===== src/rtl/vote_collect_if.sv =====
// Voting bus between the ballot source (master) and vote_collect (slave).
// Carries the start/yes/no stimulus and the ballot/timer/status results.
interface vote_collect_if #(
    parameter int PERSON = 3
);
    logic              start;
    logic [PERSON-1:0] yes;
    logic [PERSON-1:0] no;
    logic [PERSON-1:0] in;
    logic [PERSON-1:0] voted;
    logic [7:0]        remain;
    logic              busy;
    logic              valid;

    modport master (
        output start, yes, no,
        input  in, voted, remain, busy, valid
    );

    modport slave (
        input  start, yes, no,
        output in, voted, remain, busy, valid
    );
endinterface


===== src/rtl/vote_collect.sv =====
// vote_collect: opens a timed voting window on start, latches each voter's
// first unambiguous press (yes xor no), then holds the final ballot vector
// with valid=1 until the next start. Voters who never press count as reject.
// Optional macro VOTE_EARLY_CLOSE_EN: close the window one edge after every
// voter has cast a ballot instead of waiting for the timer.
module vote_collect #(
    parameter int PERSON = 3,
    parameter int WINDOW = 16
) (
    input  logic           clk,
    input  logic           reset,
    vote_collect_if.slave  bus
);
    typedef enum logic [1:0] {
        IDLE,
        COLLECT,
        HOLD
    } state_t;

    localparam logic [7:0] WINDOW_CNT = 8'(WINDOW);

    state_t            state, state_nxt;
    logic [PERSON-1:0] ballot_q, ballot_d;
    logic [PERSON-1:0] voted_q, voted_d;
    logic [7:0]        remain_q, remain_d;
    logic [PERSON-1:0] press;

    // A press counts only for voters still open and only when exactly one
    // of yes/no is asserted; both-or-neither leaves the voter untouched.
    assign press = ~voted_q & (bus.yes ^ bus.no);

    // Next-state and datapath logic for the three-phase window.
    always_comb begin
        // NOTE: every target gets a default first so no path leaves it
        // unassigned, which would otherwise infer a latch.
        state_nxt = state;
        ballot_d  = ballot_q;
        voted_d   = voted_q;
        remain_d  = remain_q;
        case (state)
            IDLE, HOLD: begin
                if (bus.start) begin
                    state_nxt = COLLECT;
                    ballot_d  = '0;
                    voted_d   = '0;
                    remain_d  = WINDOW_CNT;
                end
            end
            COLLECT: begin
                // First press wins: only newly pressing voters update.
                ballot_d = (ballot_q & ~press) | (bus.yes & press);
                voted_d  = voted_q | press;
                remain_d = (remain_q != 8'd0) ? remain_q - 8'd1 : 8'd0;
                // The edge seen with remain==1 is the last sampling edge.
                if (remain_q <= 8'd1) begin
                    state_nxt = HOLD;
                    remain_d  = 8'd0;
                end
`ifdef VOTE_EARLY_CLOSE_EN
                // Everyone has voted: close now, whatever the timer says.
                if (&voted_q) begin
                    state_nxt = HOLD;
                    remain_d  = 8'd0;
                end
`else
`endif
                // start is deliberately ignored here; the window runs on.
            end
            default: begin
                state_nxt = IDLE;
                ballot_d  = '0;
                voted_d   = '0;
                remain_d  = 8'd0;
            end
        endcase
    end

    // State and datapath registers; reset discards any partial window.
    always_ff @(posedge clk or negedge reset) begin
        if (!reset) begin
            state    <= IDLE;
            ballot_q <= '0;
            voted_q  <= '0;
            remain_q <= 8'd0;
        end else begin
            // NOTE: non-blocking assignments so every register samples the
            // pre-edge values, independent of statement order.
            state    <= state_nxt;
            ballot_q <= ballot_d;
            voted_q  <= voted_d;
            remain_q <= remain_d;
        end
    end

    assign bus.in     = ballot_q;
    assign bus.voted  = voted_q;
    assign bus.remain = remain_q;
    assign bus.busy   = (state == COLLECT);
    assign bus.valid  = (state == HOLD);
endmodule


===== src/flat_wrapper.sv =====
// flat-port wrapper written by rule: the top's interface ports become plain ports
module vote_collect_flat 
#(
    parameter int PERSON = 3,
    parameter int WINDOW = 16
)
  (clk, reset, bus_start, bus_yes, bus_no, bus_in, bus_voted, bus_remain, bus_busy, bus_valid);
  vote_collect_if #(.PERSON(PERSON)) bus_i ();
  input  logic clk;
  input  logic reset;
  input wire logic [$bits(bus_i.start)-1:0] bus_start;
  input wire logic [$bits(bus_i.yes)-1:0] bus_yes;
  input wire logic [$bits(bus_i.no)-1:0] bus_no;
  output wire logic [$bits(bus_i.in)-1:0] bus_in;
  output wire logic [$bits(bus_i.voted)-1:0] bus_voted;
  output wire logic [$bits(bus_i.remain)-1:0] bus_remain;
  output wire logic [$bits(bus_i.busy)-1:0] bus_busy;
  output wire logic [$bits(bus_i.valid)-1:0] bus_valid;
  assign bus_i.start = bus_start;
  assign bus_i.yes = bus_yes;
  assign bus_i.no = bus_no;
  assign bus_in = bus_i.in;
  assign bus_voted = bus_i.voted;
  assign bus_remain = bus_i.remain;
  assign bus_busy = bus_i.busy;
  assign bus_valid = bus_i.valid;
  vote_collect #(.PERSON(PERSON), .WINDOW(WINDOW)) u_core (.clk(clk), .reset(reset), .bus(bus_i));
endmodule

===== config.mk =====
export PLATFORM = sky130hd
export DESIGN_NAME = vote_collect_flat
export DESIGN_NICKNAME = d
export VERILOG_FILES = /design/src/rtl/vote_collect_if.sv /design/src/rtl/vote_collect.sv /design/src/flat_wrapper.sv
export SDC_FILE = /design/constraint.sdc
export NUM_CORES = 1
export LEC_CHECK = 0
export ABC_AREA = 0
export BUFFER_PORTS_ARGS = -buffer_cell sky130_fd_sc_hd__buf_4
export CAP_MARGIN = 0
export CORE_MARGIN = 1.5
export CORE_UTILIZATION = 53
export DETAILED_ROUTE_END_ITERATION = 12
export GPL_TIMING_DRIVEN = 0
export PLACE_DENSITY_LB_ADDON = 0.2
export SLEW_MARGIN = 15
export SYNTH_ARGS = -nofsm -noshare
export SYNTH_HDL_FRONTEND = slang
export SYNTH_SLANG_ARGS = --single-unit

===== constraint.sdc =====
create_clock -name clk -period 4.5 [get_ports clk]
set_input_delay 0.9 -clock clk [delete_from_list [all_inputs] [get_ports clk]]
set_output_delay 0.9 -clock clk [all_outputs]
set_load 0.01 [all_outputs]

# Yosys cells after proc, flatten, opt, wreduce, memory -nomap -nowiden
# Cells that the tools add are included.
# Widths: inputs -> output; s select.
totals:
  regBits: 16
  latch_bits: 0
  mem_bits_rw: 0
  rom_bits: 0
  in_bits: 9
  out_inout_bits: 16
  wordCells: 32
  memories: 0
classes:
  addsub: 1
  multipliers: 0
  n_div: 0
  n_lt_le_gt_ge: 1
  n_eq_ne: 4
  n_shift: 0
  mux: 10
  bitwise: 8
  reduce_logical: 4
op_table:
  columns: ["cell", "count"]
  rows:
  - ["$mux 8", 3]
  - ["$pmux 8 s2", 1]
  - ["$pmux 3 s2", 2]
  - ["$and 3x3->3", 3]
  - ["$le 8x1->1 const B", 1]
  - ["$reduce_bool 8->1", 1]
  - ["$sub 8x1->8 const B", 1]
  - ["$not 3->3", 2]
  - ["$or 3x3->3", 2]
  - ["$mux 2", 2]
  - ["$pmux 2 s2", 1]
  - ["$mux 3", 1]
  - ["$xor 3x3->3", 1]
  - ["$eq 2x1->1 const B", 1]
  - ["$eq 2x2->1 const B", 1]
  - ["$logic_not 2->1", 1]
  - ["$ne 2x1->1 const B", 1]
  - ["$ne 2x2->1 const B", 1]
  - ["$reduce_and 2->1", 1]
  - ["$reduce_or 2->1", 1]

# Longest topological paths before layout
depth:
  ltp_word: 6
  depth_mapped: 6
  ltp_nobuf: 6

# Worst setup path after synthesis
# OpenSTA, ideal clock, no wires.
synth_path:
  path_type: "register to output"
  startpoint: "reg u_core.state[0]"
  endpoint: "out bus_busy"
  t_arrival_ns: 0.845
  required_time_ns: 3.600
  slack_ns: 2.755
  stages_incl_launch_ff: 4
  path_buffers: 1
  cell_sequence: "dfrtp_1 > nand2b_1 > clkbuf_1 > inv_1"
synth_between:
  elab_chain_cells: 1
synth_rtl:
  columns: ["element", "line", "rtl"]
  rows:
  - ["start, declared", "vote_collect.sv:22", "state_t state, state_nxt;"]
  - ["start signal, assigned", "vote_collect.sv:88", "state <= state_nxt;"]
  - ["$eq 2x1->1", "vote_collect.sv:98", "assign bus.busy = (state == COLLECT);"]
  - ["end, declared", "flat_wrapper.sv:17", "output wire logic [$bits(bus_i.busy)-1:0] bus_busy;"]
# No other way between the ends.

# Worst setup path in the final report
# Same ends and word-level chain as after synthesis.

==> results.sh <==
export IMPL_p_switching_w=0.000336
export IMPL_grt_max_degree=17
export IMPL_synthesis_nets=100
export IMPL_slowest_stage="dfrtp_1"
export IMPL_clock_fmax_mhz=423
export IMPL_drv_cap=0
export IMPL_arrival_ns=1.46
export IMPL_drc=0
export IMPL_numCtsBuffers=3
export IMPL_cp_depth=4
export IMPL_setup_viol=0
export IMPL_grt_pass1_wl_mm=2.95
export IMPL_die_width_um=42.7
export IMPL_worstSetupPathType="reg2out"
export IMPL_final_cell_mix="24 x buf_4, 16 x dfrtp_1, 12 x o21ai_0"
export IMPL_ys_seq_elements=16
export IMPL_overflow=0
export IMPL_p_clk_share_pct=9.9
export IMPL_finClkSkew_ns=0.00415
export IMPL_power_internal_w=0.000429
export IMPL_clockBufferDepth=2
export IMPL_antenna_found_initial=0
export IMPL_drt_iter0_drc=44
export IMPL_cts_tree="built"
export IMPL_first_global_vias=697
export IMPL_worst_slew_pin_transition_ns=0.410
export IMPL_die_h_um=42.7
export IMPL_io_buffers=24
export IMPL_vias_per_cell=5.93
export IMPL_post_place_cells=129
export IMPL_slowest_delay_ns=0.45
export IMPL_instances_no_fill=132
export IMPL_syn_mean_instance_area_um2=9.39
export IMPL_seq_power_share_pct=38.0
export IMPL_period_needed_ns=2.36
export IMPL_cp_max_fo=8
export IMPL_synth_cell_types=28
export IMPL_multi_input_area_um2=405
export IMPL_yosysSeqAreaShare_pct=47.9
export IMPL_cts_sinks=16
export IMPL_clk_pin_slew_ns=0.09
export IMPL_ys_warn_count=0
export IMPL_drive_gt1_share_pct=27.6
export IMPL_layout_nets=129
export IMPL_maxSlewViolCount=0
export IMPL_post_cts_buffers=0
export IMPL_min_path_type="in2async"
export IMPL_peakVddDrop_v=0.000367
export IMPL_diodes=0
export IMPL_status="completed"
export IMPL_swShare_pct=43.9
export IMPL_grt_use_total_pct=21.3
export IMPL_synth_area_um2=836
export IMPL_combPwrFrac_pct=52.2
export IMPL_wl_per_cell_um=14.0
export IMPL_routed_wl_mm=1.84
export IMPL_hold_viol=0
export IMPL_num_vias=783
export IMPL_rsz0062_at_grt="false"
export IMPL_post_cts_resized=0
export IMPL_ioPinCount=25
export IMPL_place_area_um2=1040
export IMPL_finalCritPeriodShare_pct=52.5
export IMPL_synthesis_instances=89
export IMPL_setup_tns_final_ns=0
export IMPL_relSlewSlack_pct=72.6
export IMPL_fillers=108
export IMPL_row_count=14
export IMPL_insertion_delay_ns=0.29
export IMPL_cts_hold_buf=0
export IMPL_crit_chain="nand2b_1 -> clkbuf_1 -> inv_1 -> buf_4"
export IMPL_core_um2=1490
export IMPL_htree_levels=1
export IMPL_first_pass_iters=4
export IMPL_ant_nets=0
export IMPL_syn_to_final_growth_pct=26.6
export IMPL_startpoint_type="flip-flop"
export IMPL_root_buffer="clkbuf_4"
export IMPL_crit_family="buffers and inverters"
export IMPL_fin_area_um2=1060
export IMPL_die_area_um2=1820
export IMPL_gp_congestion=0.833
export IMPL_start_util_pct=56.1
export IMPL_hpwl_mm=1.36
export IMPL_layout_commonest_cell="buf_4"
export IMPL_leakage_nw=0.510
export IMPL_worst_ep_required_time_ns=3.60
export IMPL_cp_end_kind="output port"
export IMPL_r2r_cells=6
export IMPL_seq_area_um2=400
export IMPL_path_buf_inv=3
export IMPL_power_per_cell_area_nw_per_um2=723
-- cells by family (layout without fill, tap and decap cells) --
family,after synthesis,after routing,share of synthesized area [%]
flops,16,16,47.9
fa+ha+maj,2,2,2.99
xor+xnor,4,4,4.19
simple gates,28,28,18.1
compound gates,31,31,23.2
buf+inv,8,35,3.59
-- through the flow --
| stage | total power [W] | setup WS (ns) | util (%) | hold slack [ns] |
|---|---|---|---|---|
| 2_1_floorplan | 0.000523 | 2.76 | - | 0.528 |
| 6_report | 0.000765 | 2.14 | 71.1 | 0.451 |
| 3_5_place_dp | 0.000689 | 2.44 | 69.6 | 0.519 |
| 4_1_cts | 0.000765 | 2.13 | 71.1 | 0.456 |
| 5_1_grt | 0.000820 | 2.08 | 71.1 | 0.455 |
| 3_3_place_gp | 0.000669 | 2.47 | 69.6 | 0.509 |
-- registers in the layout (all words and copies together), names as in the netlist --
| signal | cells |
|---|---|
| u_core.bus.in | 3 |
| u_core.state | 2 |
| u_core.bus.voted | 3 |
| u_core.bus.remain | 8 |
-- final timing paths --
check                      slack, ns                             start                               end
max                             2.14       u_core.state[0]$_DFFE_PN0P_                          bus_busy
min in group clk                0.54   u_core.bus.voted[2]$_DFFE_PN0P_   u_core.bus.voted[2]$_DFFE_PN0P_
max reg2reg                     2.62  u_core.bus.remain[0]$_DFFE_PN0P_  u_core.bus.remain[3]$_DFFE_PN0P_
min reg2reg                     0.54   u_core.bus.voted[2]$_DFFE_PN0P_   u_core.bus.voted[2]$_DFFE_PN0P_
max in group asynchronous       3.87                             reset  u_core.bus.remain[1]$_DFFE_PN0P_
min                             0.45                             reset      u_core.bus.in[2]$_DFFE_PN0P_
-- Yosys cell counts --
library cell / instances / area (um2)
a22o_1: 3 / 26.3
o21ai_1: 1 / 5.00
dfrtp_1: 16 / 400
clkbuf_1: 1 / 3.75
ha_1: 2 / 25.0
nor2_1: 2 / 7.51
a31oi_2: 1 / 12.5
or2_2: 1 / 6.26
a41oi_1: 1 / 8.76
nand2_1: 10 / 37.5
nor2_4: 1 / 11.3
o21ai_2: 1 / 8.76
or4b_4: 1 / 13.8
nand3_1: 2 / 10.0
nor3_1: 4 / 20.0
or3_1: 1 / 6.26
inv_1: 7 / 26.3
or2_1: 1 / 6.26
o22ai_1: 1 / 6.26
o2bb2ai_1: 1 / 8.76
nor3b_1: 1 / 7.51
o21ai_0: 12 / 60.1
a31oi_1: 3 / 18.8
nand2b_1: 3 / 18.8
o221ai_1: 1 / 8.76
xnor2_1: 4 / 35.0
a21oi_1: 6 / 30.0
nor2b_1: 1 / 6.26
-- power groups by stage --
stage	clock [W]	sequential [W]	combinational (W)
6_report	0.0000755	0.000290	0.000399
5_1_grt	0.0000815	0.000301	0.000437
4_1_cts	0.0000764	0.000290	0.000399
3_5_place_dp	0	0.000292	0.000397
3_3_place_gp	0	0.000286	0.000383
2_1_floorplan	0	0.000302	0.000221
-- area by class of cell --
| class | instances | area share [%] |
|---|---|---|
| Buffer | 1 | 0.355 |
| Clock buffer | 3 | 2.13 |
| Inverter | 7 | 2.48 |
| Multi-Input combinational cell | 65 | 38.3 |
| Sequential cell | 16 | 37.8 |
| Tap cell | 16 | 1.89 |
| Timing Repair Buffer | 24 | 17.0 |
-- layer usage --
metal,GRT usage [%],part of all wire (%),up-vias
met1,28.6,44,370
met3,3.83,6.7,7
li1,-,-,372
met5,0,0,-
met4,7.50,2.0,0
met2,34.2,47,34
-- worst register-to-register path, delay by kind of cell, from the launching register on --
family | cells | cell delay, ns
AO/OA/AOI/OAI | 3 | 0.61
adder cells (fa/ha/maj) | 1 | 0.27
buffers and inverters | 1 | 0.09
flip-flops | 1 | 0.48
AND/OR/NAND/NOR | 1 | 0.34
No activity file was read; power rests on OpenSTA's default activity.
